===== src/rtl/reg8_write_arbiter_pkg.sv =====
// Shared definitions for the register write arbiter: FSM encoding, default
// sizes and pointer arithmetic reused by round-robin arbiters.
package reg8_write_arbiter_pkg;

  localparam int DEF_NUM_REQ = 4;
  localparam int DEF_DATA_W  = 8;
  localparam int DEF_ID_W    = 2;

  typedef enum logic [1:0] {
    ST_IDLE  = 2'd0,
    ST_WRITE = 2'd1,
    ST_CHECK = 2'd2,
    ST_DONE  = 2'd3
  } arb_state_e;

  function automatic int next_idx(input int idx, input int n);
    return (idx >= n - 32'sd1) ? 32'sd0 : idx + 32'sd1;
  endfunction

endpackage


===== src/rtl/reg8_write_arbiter_rr_pick.sv =====
// Combinational round-robin selector: first set request at or after i_ptr,
// wrapping to the lowest set request below i_ptr.
module rr_pick #(
  parameter int NUM_REQ = 4,
  parameter int ID_W    = 2
) (
  input  logic [NUM_REQ-1:0] i_req,
  input  logic [ID_W-1:0]    i_ptr,
  output logic [ID_W-1:0]    o_idx,
  output logic               o_found
);

  logic [ID_W-1:0] w_hi_idx;
  logic [ID_W-1:0] w_lo_idx;
  logic            w_hi_found;
  logic            w_lo_found;

  // Descending scan so the lowest qualifying index in each half wins.
  always_comb begin
    w_hi_idx   = '0;
    w_lo_idx   = '0;
    w_hi_found = 1'b0;
    w_lo_found = 1'b0;
    for (int j = NUM_REQ - 1; j >= 0; j--) begin
      if (i_req[j]) begin
        if (j >= int'(i_ptr)) begin
          w_hi_found = 1'b1;
          w_hi_idx   = ID_W'(j);
        end else begin
          w_lo_found = 1'b1;
          w_lo_idx   = ID_W'(j);
        end
      end else begin
        w_hi_found = w_hi_found;
      end
    end
    o_found = w_hi_found | w_lo_found;
    if (w_hi_found) begin
      o_idx = w_hi_idx;
    end else begin
      o_idx = w_lo_idx;
    end
  end

endmodule


===== src/rtl/reg8_write_arbiter.sv =====
// Round-robin write arbiter for one shared enabled register: one-cycle write,
// readback check, then a one-cycle ack with error flag to the winner.
module reg8_write_arbiter
  import reg8_write_arbiter_pkg::*;
#(
  parameter int NUM_REQ = DEF_NUM_REQ,
  parameter int DATA_W  = DEF_DATA_W,
  parameter int ID_W    = DEF_ID_W
) (
  input  logic                      clk,
  input  logic                      reset,
  input  logic [NUM_REQ-1:0]        req,
  input  logic [NUM_REQ*DATA_W-1:0] wdata,
  input  logic [DATA_W-1:0]         reg_q,
  output logic                      reg_en,
  output logic [DATA_W-1:0]         reg_d,
  output logic [NUM_REQ-1:0]        ack,
  output logic                      wr_err,
  output logic                      busy,
  output logic [ID_W-1:0]           grant_id
);

  localparam logic [NUM_REQ-1:0] ONE_HOT_0 = NUM_REQ'(1);

  arb_state_e          r_state;
  arb_state_e          w_state_nxt;
  logic [ID_W-1:0]     r_rr_ptr;
  logic [ID_W-1:0]     r_grant;
  logic [DATA_W-1:0]   r_data;
  logic                r_reg_en;
  logic                r_busy;
  logic [NUM_REQ-1:0]  r_ack;
  logic                r_wr_err;
  logic [ID_W-1:0]     w_win;
  logic                w_found;
  logic [DATA_W-1:0]   w_wdata_sel;

  rr_pick #(
    .NUM_REQ (NUM_REQ),
    .ID_W    (ID_W)
  ) u_rr_pick (
    .i_req   (req),
    .i_ptr   (r_rr_ptr),
    .o_idx   (w_win),
    .o_found (w_found)
  );

  // Write-data mux for the current round-robin winner.
  always_comb begin
    w_wdata_sel = '0;
    for (int i = 0; i < NUM_REQ; i++) begin
      if (ID_W'(i) == w_win) begin
        w_wdata_sel = wdata[i*DATA_W +: DATA_W];
      end else begin
        w_wdata_sel = w_wdata_sel;
      end
    end
  end

  // Next-state: arbitration only in IDLE, then one cycle per phase.
  always_comb begin
    w_state_nxt = r_state;
    case (r_state)
      ST_IDLE: begin
        if (w_found) begin
          w_state_nxt = ST_WRITE;
        end else begin
          w_state_nxt = ST_IDLE;
        end
      end
      ST_WRITE: w_state_nxt = ST_CHECK;
      ST_CHECK: w_state_nxt = ST_DONE;
      ST_DONE:  w_state_nxt = ST_IDLE;
      default:  w_state_nxt = ST_IDLE;
    endcase
  end

  // State register.
  always_ff @(posedge clk or negedge reset) begin
    if (!reset) begin
      r_state <= ST_IDLE;
    end else begin
      r_state <= w_state_nxt;
    end
  end

  // Outputs are registered from the next state so nothing from req/wdata/reg_q
  // reaches a port combinationally.
  always_ff @(posedge clk or negedge reset) begin
    if (!reset) begin
      r_rr_ptr <= '0;
      r_grant  <= '0;
      r_data   <= '0;
      r_reg_en <= 1'b0;
      r_busy   <= 1'b0;
      r_ack    <= '0;
      r_wr_err <= 1'b0;
    end else begin
      r_reg_en <= (w_state_nxt == ST_WRITE);
      r_busy   <= (w_state_nxt != ST_IDLE);
      if ((r_state == ST_IDLE) && w_found) begin
        r_grant <= w_win;
        r_data  <= w_wdata_sel;
      end
      // reg_q is valid in CHECK: the register captured r_data at the end of WRITE.
      if (r_state == ST_CHECK) begin
        r_ack    <= ONE_HOT_0 << r_grant;
        r_wr_err <= (reg_q != r_data);
      end else begin
        r_ack    <= '0;
        r_wr_err <= 1'b0;
      end
      if (r_state == ST_DONE) begin
        r_rr_ptr <= ID_W'(next_idx(int'(r_grant), NUM_REQ));
      end
    end
  end

  assign reg_en   = r_reg_en;
  assign reg_d    = r_data;
  assign ack      = r_ack;
  assign wr_err   = r_wr_err;
  assign busy     = r_busy;
  assign grant_id = r_grant;

endmodule


===== config.mk =====
export PLATFORM = sky130hd
export DESIGN_NAME = reg8_write_arbiter
export DESIGN_NICKNAME = d
export VERILOG_FILES = /design/src/rtl/reg8_write_arbiter_pkg.sv /design/src/rtl/reg8_write_arbiter_rr_pick.sv /design/src/rtl/reg8_write_arbiter.sv
export SDC_FILE = /design/constraint.sdc
export NUM_CORES = 1
export LEC_CHECK = 0
export CAP_MARGIN = 30
export CORE_ASPECT_RATIO = 1.2
export CORE_UTILIZATION = 35
export DETAILED_ROUTE_END_ITERATION = 10
export PLACE_DENSITY = 0.76
export SLEW_MARGIN = 20
export SYNTH_ARGS = -nofsm -noshare
export SYNTH_HDL_FRONTEND = slang
export SYNTH_SLANG_ARGS = --single-unit
export TNS_END_PERCENT = 30

===== constraint.sdc =====
create_clock -name clk -period 3.2 [get_ports clk]
set_input_delay 0.64 -clock clk [delete_from_list [all_inputs] [get_ports clk]]
set_output_delay 0.64 -clock clk [all_outputs]
set_load 0.005 [all_outputs]

==> out/results.ini <==
[status]
status = finished with violations
violations = design-rule violations

[routing]
viasPerCell = 5.19
wl_mm = 3.10
drt-initial-drc-count = 26
dr.pass1.iters = 7
wl_per_cell_microns = 14.1
via_count = 1142
drc = 12
drtAntennaViolNets = 0

[cts]
path_clk_slew_ps = 70
clock_latency_ps = 250
h-tree-depth = 1
clock_path_buffers = 2
cts.hold.buffers_added = 0
cts_resized = 0
root_buffer = clkbuf_8
post_cts_buffers = 0
cts_tree = built
cts_buffers = 3
cts.sinks = 21

[die]
die_w_microns = 56.8
core_region_area_sq_um = 3400
die_area_sq_um = 3850
dieHeight_microns = 67.8
rows = 23
ioPinCount = 63
start_util = 0.372

[setup_path]
cp_max_fo = 13
critPathKind = in -> reg
slowest_delay_ps = 590
cp-start-kind = primary input
crit_path_end_kind = register
reg2regPathDepth = 5
arrival_ps = 2700
cpMaxStageDelayCell = a2111oi_1
cp.required_ps = 3310
path_cells = clkdlybuf4s50_1 -> nor2b_1 -> a221o_1 -> and2_4 -> a2111oi_1 -> a211oi_1

[timing]
layout_min_cycle_time_ps = 2590
tightest_slew_ps = 575
relSlewSlack = 0.612
finClkSkew_ps = 0.816
finalHoldViolCount = 0
fin_setup_tns_ps = 0
fin_ws_ps = 611
rsz0062_at_grt = false
finalSetupViolCount = 0
report.final.slew_viol_count = 0
final.period_utilization = 0.809
timing.fmax_mhz = 386

[job]
drv_cap = 0

[placement]
gp_congestion = 0.789
dp_cells = 215
dpl.hpwl_mm = 2.60
portBuffers = 62
pre_cts_ws_ps = 415

[global_routing]
antenna_found_initial = 0
gr-usage-met2 = 0.329
grtUsageTotal = 0.178
grt_max_degree = 22
grt_pass1_wl_mm = 5.26
grt_busiest_layer = met2
gr-usage-met3 = 0.0230
met1_usage = 0.210
overflow = 0
grt_pass1_vias = 1137

[yosys]
syn_inst = 118
synthAdderAreaFrac = 0.0694
synth-seq-area-share = 0.416
synth-seq-cells = 21
synth_cell_types = 30
syn_area_sq_um = 1260
synth_compound_area_frac = 0.239
synth_top_family_by_area = compound AO/OA/AOI/OAI gates
syn_nets = 171
synth_warnings = 0
synthSimpleGateAreaFrac = 0.107
synth_mux_area_frac = 0.0714
avgSynthCellArea_sq_um = 10.7
synthXorXnorAreaFrac = 0.0555

[power]
power_density_nw_per_um2 = 719
irDropWorstVdd_v = 0.000225
power.total_mw = 1.42
leakage_nw = 0.823

[layout]
final_cells = 220
drive_gt1_frac = 0.0601
final_nets = 237
diodes = 0
area_growth_pct = 56.4
layout_common_cells = clkdlybuf4s50_1, dfrtp_1, nor2_1, mux2i_1
final_common_cell = clkdlybuf4s50_1

[worst_hold_path]
hold_depth = 1
hp-class = reg -> reg

cell usage after synthesis, drive strengths merged:
library cell  number  area share
buf                2       0.015
mux2i              9       0.071
o21ai              5       0.020
xor2               8       0.056
ha                 7       0.069
or2                1      0.0050
inv                8       0.024
a21o               2       0.013
and3               1      0.0059
o41a               1      0.0089
o41ai              1       0.022
dfrtp             21        0.42
and2               6       0.032
a211oi             8       0.048
nor2               9       0.027
a2111oi            8       0.062
clkbuf             1      0.0030
nor2b              3       0.015
nor4               2      0.0099
a21boi             8       0.048
nand3              1      0.0040
nand2              3      0.0089
a22oi              1      0.0059
a21oi              1      0.0040
a221o              1      0.0079
final timing paths:
path	start	end	slack, ps
worst max register to register	r_rr_ptr[1]	reg_d[2]	1240
worst min register to register	grant_id[1]	grant_id[1]	580
max in group asynchronous	reset	reg_en	2220
min in group asynchronous	reset	reg_d[1]	600
worst min-delay path	grant_id[1]	grant_id[1]	580
worst max-delay path	req[2]	reg_d[2]	610
registers in the layout (all words and copies together) (netlist names):
signal	flops
reg_d	8
ack	4
grant_id	2
r_rr_ptr	2
r_state	2
busy	1
reg_en	1
wr_err	1
per-layer routing:
layer  vias to the layer above  wire length (microns)
met4                         0                     55
met5                         -                      0
met1                       536                   1270
met2                        41                   1620
met3                         6                    161
li1                        559                      -
metrics by stage:
step	util	hold slack, ps	instance area [sq um]
6_report	0.581	575	1970
5_1_grt	0.581	602	1970
4_1_cts	0.577	586	1960
3_5_place_dp	0.564	565	1910
3_3_place_gp	0.564	552	1910
2_1_floorplan	-	344	1260
logic make-up after synthesis:
kind of cell,Yosys count
xor gates and xnor gates,8
muxes,9
and+or+nand+nor,26
DFF,21
buffers and inverters,11
adders and majority gates,7
AOI/OAI and AO/OA,36
critical path: cells and delay by family:
family                 cells  cell delay, ps
buffers and inverters      1             510
AND/OR/NAND/NOR            2             430
AO/OA/AOI/OAI              3            1120
area by class of cell:
cell class	instances	area, sq um
clock buffers	4	45.0
inverters	8	30.0
well taps	37	46.3
multi-input cells	86	684
flip-flops and latches	21	526
fillers	302	1420
repair buffers	64	643
report_power, final:
group / switching, mW / internal, mW
Sequential: 0.0978 / 0.387
Combinational: 0.345 / 0.422
Clock: 0.0796 / 0.0885
Total: 0.523 / 0.897
(Power assumes the default switching activity.)
